**config.mk**
```make
export PLATFORM = sky130hd
export DESIGN_NAME = sha_job_ctrl
export DESIGN_NICKNAME = d
export VERILOG_FILES = /design/src/rtl/sha_ctrl_pkg.sv /design/src/rtl/sha_word_buf.sv /design/src/rtl/sha_job_ctrl.sv
export SDC_FILE = /design/constraint.sdc
export NUM_CORES = 1
export LEC_CHECK = 0
export ABC_CLOCK_PERIOD_IN_PS = 3800
export BUFFER_PORTS_ARGS = -buffer_cell sky130_fd_sc_hd__buf_4
export CAP_MARGIN = 20
export CORE_MARGIN = 3
export CORE_UTILIZATION = 45
export DETAILED_ROUTE_END_ITERATION = 8
export GPL_ROUTABILITY_DRIVEN = 1
export PLACE_DENSITY = 0.7
export SYNTH_ARGS = -nofsm -noshare
export SYNTH_HDL_FRONTEND = slang
export SYNTH_SLANG_ARGS = --single-unit
```
**constraint.sdc**
```tcl
create_clock -name clk_i -period 3.8 [get_ports clk_i]
set_clock_uncertainty 0.2 [all_clocks]
set_input_delay 0.38 -clock clk_i [delete_from_list [all_inputs] [get_ports clk_i]]
set_output_delay 0.38 -clock clk_i [all_outputs]
set_load 0.01 [all_outputs]
```
**src/rtl/sha_ctrl_pkg.sv**
```systemverilog
// Shared types and constants for the sha512 job controller.
// The controller and its word buffer both import this package.
package sha_ctrl_pkg;

    typedef enum logic [3:0] {
        ST_IDLE,
        ST_FILL,
        ST_ISSUE,
        ST_PUSH,
        ST_WAIT,
        ST_RDCMD,
        ST_PULL,
        ST_DRAIN,
        ST_ERR
    } state_e;

    localparam logic [1:0] SHA_OP_WRITE = 2'b10;
    localparam logic [1:0] SHA_OP_READ  = 2'b01;
    localparam int         SHA_BUSY_BIT = 4;
    localparam int         BLK_WORDS    = 32;
    localparam int         DIG_WORDS    = 16;
    localparam int         IDX_W        = 5;
    localparam int         TMO_W        = 12;

    // Core command word: bit 3 reserved, bit 2 "first block", bits 1:0 opcode.
    function automatic logic [3:0] sha_cmd(input logic [1:0] op, input logic first);
        return {1'b0, first, op};
    endfunction

endpackage

```
**src/rtl/sha_word_buf.sv**
```systemverilog
// 32x32 register file: one synchronous write port, one asynchronous read port.
// Holds the message block while it is pushed and the digest while it drains.
module sha_word_buf
    import sha_ctrl_pkg::*;
(
    input  logic             clk_i,
    input  logic             we_i,
    input  logic [IDX_W-1:0] waddr_i,
    input  logic [31:0]      wdata_i,
    input  logic [IDX_W-1:0] raddr_i,
    output logic [31:0]      rdata_o
);

    logic [31:0] mem_q [BLK_WORDS];

    always_ff @(posedge clk_i) begin
        if (we_i) begin
            mem_q[waddr_i] <= wdata_i;
        end
    end

    assign rdata_o = mem_q[raddr_i];

endmodule

```
**src/rtl/sha_job_ctrl.sv**
```systemverilog
// Sequences one sha512 core: buffers 1024-bit blocks from a word stream,
// pushes them to the core, and streams the 512-bit digest back out.
module sha_job_ctrl
    import sha_ctrl_pkg::*;
#(
    parameter int TIMEOUT_CYCLES = 4095
) (
    input  logic        clk_i,
    input  logic        rst_i,
    input  logic        blk_valid_i,
    output logic        blk_ready_o,
    input  logic [31:0] blk_data_i,
    input  logic        blk_first_i,
    input  logic        blk_last_i,
    output logic        dig_valid_o,
    input  logic        dig_ready_i,
    output logic [31:0] dig_data_o,
    output logic        dig_last_o,
    output logic [31:0] sha_text_o,
    output logic [3:0]  sha_cmd_o,
    output logic        sha_cmd_w_o,
    input  logic [31:0] sha_text_i,
    input  logic [4:0]  sha_cmd_i,
    output logic        busy_o,
    output logic        err_o
);

    localparam logic [TMO_W-1:0] TMO_LAST = TMO_W'(TIMEOUT_CYCLES - 1);

    state_e             state_q, state_d;
    logic [IDX_W-1:0]   idx_q, idx_d;
    logic [TMO_W-1:0]   tmo_q, tmo_d;
    logic               first_q, first_d;
    logic               last_q, last_d;

    logic               buf_we;
    logic [IDX_W-1:0]   buf_waddr;
    logic [31:0]        buf_wdata;
    logic [31:0]        buf_rdata;

    logic               ready_c, cmd_w_c, dvalid_c, dlast_c, busy_c, err_c;
    logic [3:0]         cmd_c;
    logic [31:0]        text_c, ddata_c;
    logic               unused_cmd_bits;

    assign unused_cmd_bits = ^sha_cmd_i[3:0];

    sha_word_buf u_buf (
        .clk_i   (clk_i),
        .we_i    (buf_we),
        .waddr_i (buf_waddr),
        .wdata_i (buf_wdata),
        .raddr_i (idx_q),
        .rdata_o (buf_rdata)
    );

    always_comb begin
        state_d   = state_q;
        idx_d     = idx_q;
        tmo_d     = tmo_q;
        first_d   = first_q;
        last_d    = last_q;
        buf_we    = 1'b0;
        buf_waddr = idx_q;
        buf_wdata = blk_data_i;
        ready_c   = 1'b0;
        cmd_w_c   = 1'b0;
        cmd_c     = 4'b0000;
        text_c    = 32'h0;
        dvalid_c  = 1'b0;
        dlast_c   = 1'b0;
        ddata_c   = 32'h0;
        busy_c    = (state_q != ST_IDLE);
        err_c     = 1'b0;

        case (state_q)
            ST_IDLE: begin
                ready_c = 1'b1;
                if (blk_valid_i) begin
                    buf_we    = 1'b1;
                    buf_waddr = '0;
                    first_d   = blk_first_i;
                    last_d    = blk_last_i;
                    idx_d     = IDX_W'(1);
                    state_d   = ST_FILL;
                end
            end
            ST_FILL: begin
                ready_c = 1'b1;
                if (blk_valid_i) begin
                    buf_we = 1'b1;
                    idx_d  = idx_q + IDX_W'(1);
                    if (idx_q == IDX_W'(BLK_WORDS - 1)) begin
                        state_d = ST_ISSUE;
                    end
                end
            end
            ST_ISSUE: begin
                cmd_w_c = 1'b1;
                cmd_c   = sha_cmd(SHA_OP_WRITE, first_q);
                idx_d   = '0;
                state_d = ST_PUSH;
            end
            ST_PUSH: begin
                text_c = buf_rdata;
                idx_d  = idx_q + IDX_W'(1);
                if (idx_q == IDX_W'(BLK_WORDS - 1)) begin
                    tmo_d   = '0;
                    state_d = ST_WAIT;
                end
            end
            // The core raises busy a cycle late, so the first WAIT cycle never exits.
            ST_WAIT: begin
                tmo_d = tmo_q + TMO_W'(1);
                if (tmo_q != '0 && !sha_cmd_i[SHA_BUSY_BIT]) begin
                    state_d = last_q ? ST_RDCMD : ST_IDLE;
                end else if (tmo_q == TMO_LAST) begin
                    state_d = ST_ERR;
                end
            end
            ST_RDCMD: begin
                cmd_w_c = 1'b1;
                cmd_c   = sha_cmd(SHA_OP_READ, 1'b0);
                idx_d   = '0;
                state_d = ST_PULL;
            end
            ST_PULL: begin
                buf_we    = 1'b1;
                buf_wdata = sha_text_i;
                idx_d     = idx_q + IDX_W'(1);
                if (idx_q == IDX_W'(DIG_WORDS - 1)) begin
                    idx_d   = '0;
                    state_d = ST_DRAIN;
                end
            end
            ST_DRAIN: begin
                dvalid_c = 1'b1;
                ddata_c  = buf_rdata;
                dlast_c  = (idx_q == IDX_W'(DIG_WORDS - 1));
                if (dig_ready_i) begin
                    idx_d = idx_q + IDX_W'(1);
                    if (dlast_c) begin
                        idx_d   = '0;
                        state_d = ST_IDLE;
                    end
                end
            end
            ST_ERR: begin
                err_c = 1'b1;
            end
            default: begin
                state_d = ST_IDLE;
            end
        endcase
    end

    always_ff @(posedge clk_i) begin
        if (rst_i) begin
            state_q <= ST_IDLE;
            idx_q   <= '0;
            tmo_q   <= '0;
            first_q <= 1'b0;
            last_q  <= 1'b0;
        end else begin
            state_q <= state_d;
            idx_q   <= idx_d;
            tmo_q   <= tmo_d;
            first_q <= first_d;
            last_q  <= last_d;
        end
    end

    // Outputs are forced low while reset is held so no strobe escapes mid-block.
    assign blk_ready_o = rst_i ? 1'b0  : ready_c;
    assign sha_cmd_w_o = rst_i ? 1'b0  : cmd_w_c;
    assign sha_cmd_o   = rst_i ? 4'h0  : cmd_c;
    assign sha_text_o  = rst_i ? 32'h0 : text_c;
    assign dig_valid_o = rst_i ? 1'b0  : dvalid_c;
    assign dig_data_o  = rst_i ? 32'h0 : ddata_c;
    assign dig_last_o  = rst_i ? 1'b0  : dlast_c;
    assign busy_o      = rst_i ? 1'b0  : busy_c;
    assign err_o       = rst_i ? 1'b0  : err_c;

endmodule
```
==> impl_metrics.tcl, run 1 <==
set metrics [dict create \
    avgRoutedWirePerCell_um 28.8 \
    syn_area_mm2 0.0406 \
    tns_ps 0 \
    swShare_pct 24.0 \
    rsz0062_at_grt "false" \
    worstPathArrival_ps 3060 \
    clkTransAtPathRegs_ps 60 \
    outcome "finished, final reports clean" \
    max_slew_margin_pct 38.7 \
    powerDensity_mw_per_mm2 568 \
    cp_slowest_stage_delay_ps 610 \
    regArea_mm2 0.0313 \
    grt_usage_pct 20.7 \
    ys_seq_area_share_pct 77.1 \
    drt_iter0_markers 2011 \
    min_period_ps 3640 \
    critPathKind "flop to output port" \
    power.clock.fraction_pct 36.3 \
    holdPathStages 2 \
    p_switching_uw 6410 \
    overflow 0 \
    finalCritPeriodShare_pct 95.9 \
    crit_cells 6 \
    hold_viol 0 \
    wl_met3_um 7930 \
    viasPerCell 6.05 \
    setup_viol 0 \
    grt_pass1_wl_um 142000 \
    power_frac_seq_pct 49.7 \
    cts_buffer_depth 3 \
    start_kind "flop" \
    yosys.area.top_type_share_pct 75.7 \
    place_ws_ps 663 \
    antenna_found_initial 0 \
    synth.avg_cell_area_um2 21.5 \
    ioPinCount 149 \
    multi_input_comb_area_mm2 0.00887 \
    maxCapViolCount 0 \
    min_path_type "primary input to flop" \
    fp.dieArea_mm2 0.0939 \
    fp.dieW_um 306 \
    clkSinkCount 1052 \
    area_growth_pct 15.8 \
    netlist_instances 1885 \
    route.detailed.drc 0 \
    synth_top_area_cell "edfxtp_1" \
    core-area_mm2 0.0889 \
    layout.nets 2191 \
    p_comb_share_pct 14.0 \
    start_util_pct 45.7 \
    worst-path-buf-inv 2 \
    worstRegToRegCells 5 \
    ys_top_cells_by_count "edfxtp_1, mux4_2, o22ai_1" \
    stdcell_count 3352 \
    portBuffers 143 \
    synth_edf_count 1024 \
    num_antenna_cells 0 \
    grt_max_degree 93 \
    wl_met2_um 48900 \
    worst-path-max-fanout 14 \
    worst_slack_ps 155 \
    cp_top_family "simple AND/OR/NAND/NOR gates" \
    finalMaxSlewViolations 0 \
    synth-async-reset-ratio_pct 0 \
    final_layout_size_suffix_gt1_share_pct 31.6 \
    p_int_uw 20300 \
    vdd_drop_max_v 0.000390 \
    crit_chain "or3b_2, buf_4, o22ai_1, or4_1, nor2_1, buf_4" \
    cts_max_level 3 \
    top_layer "met4" \
    postRouteAntennaNets 0 \
    ys_types 55 \
    grt_pass1_vias 21000 \
    cts_buffers 102 \
    tightest_slew_ps 897 \
    yosysMostFrequentCell "edfxtp_1" \
    gp_routability_congestion 0.763 \
    synth_ff_type "edfxtp_1" \
    worst_skew_pair.late_latency_ps 650 \
    synth_area_leaders "edfxtp_1, mux4_2, o22ai_1, dfxtp_1, nor2_1" \
    vias 20300 \
    die_h_um 306 \
    routed_wirelength_um 96500 \
    end_kind "output port" \
    leakage_uw 0.0145 \
    cp_common_cell "buf_4" \
    ys_seq_elements 1052 \
    drt-met1-wl_um 36700 \
    nFillCells 6702 \
    tritoncts "yes" \
    drt-pass1-iter-count 7 \
    fp-row-count 109 \
    critPathSlowestCell "or4_1" \
    crit_required_ps 3220 \
    syn_nets 1967 \
    dp_hpwl_um 51500 \
    place_inst 3164 \
    cts_root_buffer "clkbuf_16" \
    synth-warning-count 0 \
    fmaxAchievable_ghz 0.274 \
]
## power by group through the flow
stage | clock network [µW] | registers [µW] | logic, µW
final | 9700 | 13300 | 3730
after global routing | 10300 | 13300 | 4010
after CTS | 9860 | 13300 | 3800
after detailed placement | 0 | 13500 | 3770
after global placement | 0 | 13500 | 3700
after floorplan | 0 | 13400 | 2740
## timing repair
item,CTS,global route
endpoints found under the setup margin,10,1
setup buffers,0,0
hold buffers,6,0
hold endpoints to repair,22,0
gates resized for setup,1,1
## cell usage in the layout, fill, tap and decap left out, types with 3 or more instances in the layout
| master | Yosys | final |
|---|---|---|
| edfxtp_1 | 1024 | 1024 |
| mux4_2 | 256 | 256 |
| buf_4 | 6 | 190 |
| o22ai_1 | 128 | 128 |
| clkbuf_16 | 0 | 102 |
| nor2_1 | 127 | 95 |
| mux2_2 | 32 | 32 |
| or4_1 | 32 | 32 |
| nor2_4 | 0 | 32 |
| buf_12 | 0 | 32 |
| dfxtp_1 | 28 | 26 |
| clkbuf_1 | 47 | 26 |
| clkinv_1 | 0 | 24 |
| nand2_1 | 17 | 15 |
| nand3_1 | 16 | 14 |
| a21oi_1 | 14 | 14 |
| clkinv_2 | 0 | 11 |
| inv_1 | 8 | 8 |
| bufinv_16 | 0 | 8 |
| ha_1 | 7 | 7 |
| nor3_1 | 7 | 6 |
| o21ai_0 | 6 | 6 |
| dlygate4sd3_1 | 0 | 6 |
| nand3b_1 | 5 | 5 |
| nor4_1 | 5 | 5 |
| nand4_1 | 5 | 5 |
| or3_1 | 6 | 5 |
| mux2i_1 | 5 | 5 |
| nor2b_1 | 4 | 4 |
| a31oi_1 | 4 | 4 |
| xor2_1 | 4 | 4 |
| inv_6 | 0 | 4 |
| clkinvlp_4 | 0 | 4 |
| or3b_2 | 3 | 3 |
| nand2b_1 | 3 | 3 |
| a311oi_1 | 3 | 3 |
## final timing paths
check	slack, ps	start	to
hold / removal	290	blk_data_i[15]	u_buf.mem_q[13][15]
setup reg to reg	550	state_q[1]	u_buf.mem_q[24][14]
hold reg to reg	330	tmo_q[1]	tmo_q[1]
setup / recovery	160	flop	sha_text_o[22]
## metal layers
| layer | GRT usage [%] | vias to the layer above |
|---|---|---|
| met5 | 0 | - |
| met4 | 6.78 | 0 |
| met3 | 3.85 | 159 |
| met2 | 35.0 | 956 |
| met1 | 27.4 | 10700 |
| li1 | - | 8441 |
## flip-flops by register name, indices dropped and copies added (netlist names), named ones only
name and count:
u_buf.mem_q 1024, tmo_q 12, idx_q 5, state_q 4
first_q 1, last_q 1
## kinds of logic (layout without fill, tap and decap cells)
family	count (synthesis)	count (layout)	share of synthesized area [%]
XOR/XNOR	5	5	0.108
AO/OA/AOI/OAI	169	169	2.64
AND/OR/NAND/NOR	240	240	2.98
adder cells (fa/ha/maj)	7	7	0.216
multiplexers	294	294	15.2
buffers and inverters	117	419	1.69
other	1	1	0.00924
flip-flops	1052	1052	77.1
## cell type report
| class | instances | area share (%) |
|---|---|---|
| Clock buffer | 128 | 5.64 |
| Clock inverter | 54 | 1.11 |
| Inverter | 8 | 0.0639 |
| Multi-Input combinational cell | 716 | 18.9 |
| Sequential cell | 1052 | 66.6 |
| Tap cell | 1165 | 3.10 |
| Timing Repair Buffer | 229 | 4.58 |
## through the flow
| stage | power (µW) | hold WS (ps) | area (µm²) | utilization [%] |
|---|---|---|---|---|
| after floorplan | 16200 | 255 | 40600 | - |
| after global placement | 17200 | 272 | 43800 | 49.2 |
| after detailed placement | 17300 | 303 | 43800 | 49.2 |
| after CTS | 26900 | 259 | 47000 | 52.9 |
| after global routing | 27600 | 325 | 47000 | 52.9 |
| final | 26700 | 287 | 47000 | 52.9 |
(Power assumes the default switching activity.)
==> run 2, diff against run 1 <==
--- a/config.mk
+++ b/config.mk
@@ -8,6 +8,7 @@
 export ABC_CLOCK_PERIOD_IN_PS = 3800
 export BUFFER_PORTS_ARGS = -buffer_cell sky130_fd_sc_hd__buf_4
 export CAP_MARGIN = 20
+export CORE_ASPECT_RATIO = 1.1
 export CORE_MARGIN = 3
 export CORE_UTILIZATION = 45
 export DETAILED_ROUTE_END_ITERATION = 8
==> run 2 against run 1 <==
  * Hold slack worse by 5.0 ps
  * Setup slack worse by 100 ps
  * Via count decreased by 0.42%
  * Critical path type unchanged
==> impl_metrics.tcl, run 2 (synthesis gave the netlist of run 1 again) <==
set metrics [dict create \
    grt_usage_pct 20.4 \
    hold_viol 0 \
    cp_common_cell "buf_4" \
    worstRegToRegCells 6 \
    fp.dieArea_mm2 0.0939 \
    leakage_uw 0.0148 \
    drt_iter0_markers 2041 \
    stdcell_count 3359 \
    largest-register "u_buf.mem_q" \
    nFillCells 6667 \
    route.detailed.drc 0 \
    maxCapViolCount 0 \
    whs_endpoint "u_buf.mem_q[9][31]" \
    cts_buffer_depth 3 \
    num_antenna_cells 0 \
    final_layout_size_suffix_gt1_share_pct 33.1 \
    area_growth_pct 16.9 \
    antenna_found_initial 2 \
    tns_ps 0 \
    vias 20200 \
    place_inst 3166 \
    cts_resized 0 \
    rr_startpoint "state_q[1]" \
    powerDensity_mw_per_mm2 583 \
    worst-path-max-fanout 14 \
    outcome "finished, final reports clean" \
    cts_root_buffer "clkbuf_16" \
    cts_max_level 3 \
    largest_register_ffs 1024 \
    holdPathStages 2 \
    place_ws_ps 643 \
    p_int_uw 21200 \
    regToRegSetupSlack_ps 570 \
    hold_ws_ps 282 \
    tritoncts "yes" \
    critPathSlowestCell "or3b_2" \
    power.total_uw 27700 \
    p_comb_share_pct 13.2 \
    cp_slowest_stage_delay_ps 630 \
    crit_chain "or3b_2, buf_4, o22ai_1, or4_1, nor2_1, buf_4" \
    p_switching_uw 6470 \
    end_kind "output port" \
    overflow 0 \
    grt_pass1_vias 21000 \
    core-area_mm2 0.0887 \
    timing.rr.end "u_buf.mem_q[17][15]" \
    layout.nets 2197 \
    worst_slack_ps 51.5 \
    fmaxAchievable_ghz 0.267 \
    crit_required_ps 3220 \
    finalMaxSlewViolations 0 \
    mostFrequentLayoutCells "edfxtp_1, mux4_2, buf_4" \
    max_slew_margin_pct 45.6 \
    clkSinkCount 1052 \
    top_regs "u_buf.mem_q: 1024 flops, tmo_q: 12 flops, idx_q: 5 flops" \
    critPathKind "flop to output port" \
    portBuffers 143 \
    avgRoutedWirePerCell_um 28.3 \
    viasPerCell 6.02 \
    grt_pass1_wl_um 140000 \
    tightest_slew_ps 796 \
    power_frac_seq_pct 47.9 \
    grt_max_degree 75 \
    dp_hpwl_um 52700 \
    fp.dieW_um 292 \
    swShare_pct 23.4 \
    routed_wirelength_um 94900 \
    finalCritPeriodShare_pct 98.6 \
    drt-pass1-iter-count 7 \
    postRouteAntennaNets 0 \
    fp-row-count 114 \
    final_common_cell "edfxtp_1" \
    start_kind "flop" \
    power.clock.fraction_pct 38.8 \
    cts_buffers 101 \
    min_period_ps 3750 \
    start_util_pct 45.8 \
    rsz0062_at_grt "false" \
    min_path_type "primary input to flop" \
    worst_skew_pair.late_latency_ps 640 \
    die_h_um 321 \
    clkTransAtPathRegs_ps 60 \
    worstHoldStart "blk_data_i[31]" \
    worstPathArrival_ps 3170 \
    gp_routability_congestion 0.791 \
    setup_viol 0 \
    vdd_drop_max_v 0.000407 \
    ioPinCount 149 \
]
run 2: cell types whose count changed in the layout (fill, tap and decap cells not counted), moves of 2 or more:
cell,previous run,this run
clkinvlp_4,4,8
buf_12,32,34
clkinv_1,24,14
bufinv_16,8,21
clkinv_4,0,4
clkbuf_1,26,12
clkinv_2,11,18
clkinv_8,0,2
buf_4,190,196
inv_6,4,2
run 2: worst max-delay path, delay by kind of cell, from the launching register on:
kind                   cells  cell delay [ps]
and+or+nand+nor            3             1390
buffers and inverters      2              480
DFF                        1              470
AOI/OAI and AO/OA          1              180
run 2: how the worst max path moves through the flow:
stage	endpoint	from	slack [ps]	depth (start not counted)
2_1_floorplan	u_buf.mem_q[31][0]	state_q[0]	490	7
3_3_place_gp	u_buf.mem_q[17][16]	state_q[1]	680	6
3_5_place_dp	u_buf.mem_q[17][16]	state_q[1]	640	6
4_1_cts	sha_text_o[22]	flop	20	6
5_1_grt	sha_text_o[31]	state_q[3]	10	7
6_report	sha_text_o[22]	flop	50	6
run 2: layer usage:
layer	vias to the layer above	global-route usage, %	routed length (µm)
li1	8450	-	-
met1	10700	26.0	35500
met2	839	35.9	50100
met3	184	3.10	6270
met4	2	7.04	2990
met5	-	0	9
run 2: repair_timing:
action / CTS / global route
buffers inserted: 0 / 0
hold buffers: 6 / 0
hold endpoints to repair: 22 / 0
endpoints found under the setup margin: 0 / 0
run 2: cell type report:
cell class / instances / area [µm²] / area share, %
clock buffers: 115 / 2620 / 5.52
clock inverters: 72 / 980 / 2.06
inverters: 8 / 30.0 / 0.0632
multi-input cells: 716 / 8870 / 18.7
flip-flops and latches: 1052 / 31300 / 66.0
well taps: 1160 / 1450 / 3.06
repair buffers: 236 / 2210 / 4.66
run 2: power groups by stage:
stage                     sequential, µW  combinational (µW)  clock (µW)
after floorplan                    13400                2740           0
after global placement             13500                3660           0
after detailed placement           13500                3730           0
after CTS                          13300                3750       10900
after global routing               13300                3970       11300
final                              13300                3660       10800
run 2: stage by stage:
step	utilization [%]	area, µm²
2_1_floorplan	-	40600
3_3_place_gp	49.4	43800
3_5_place_dp	49.4	43800
4_1_cts	53.5	47500
5_1_grt	53.5	47500
6_report	53.5	47500
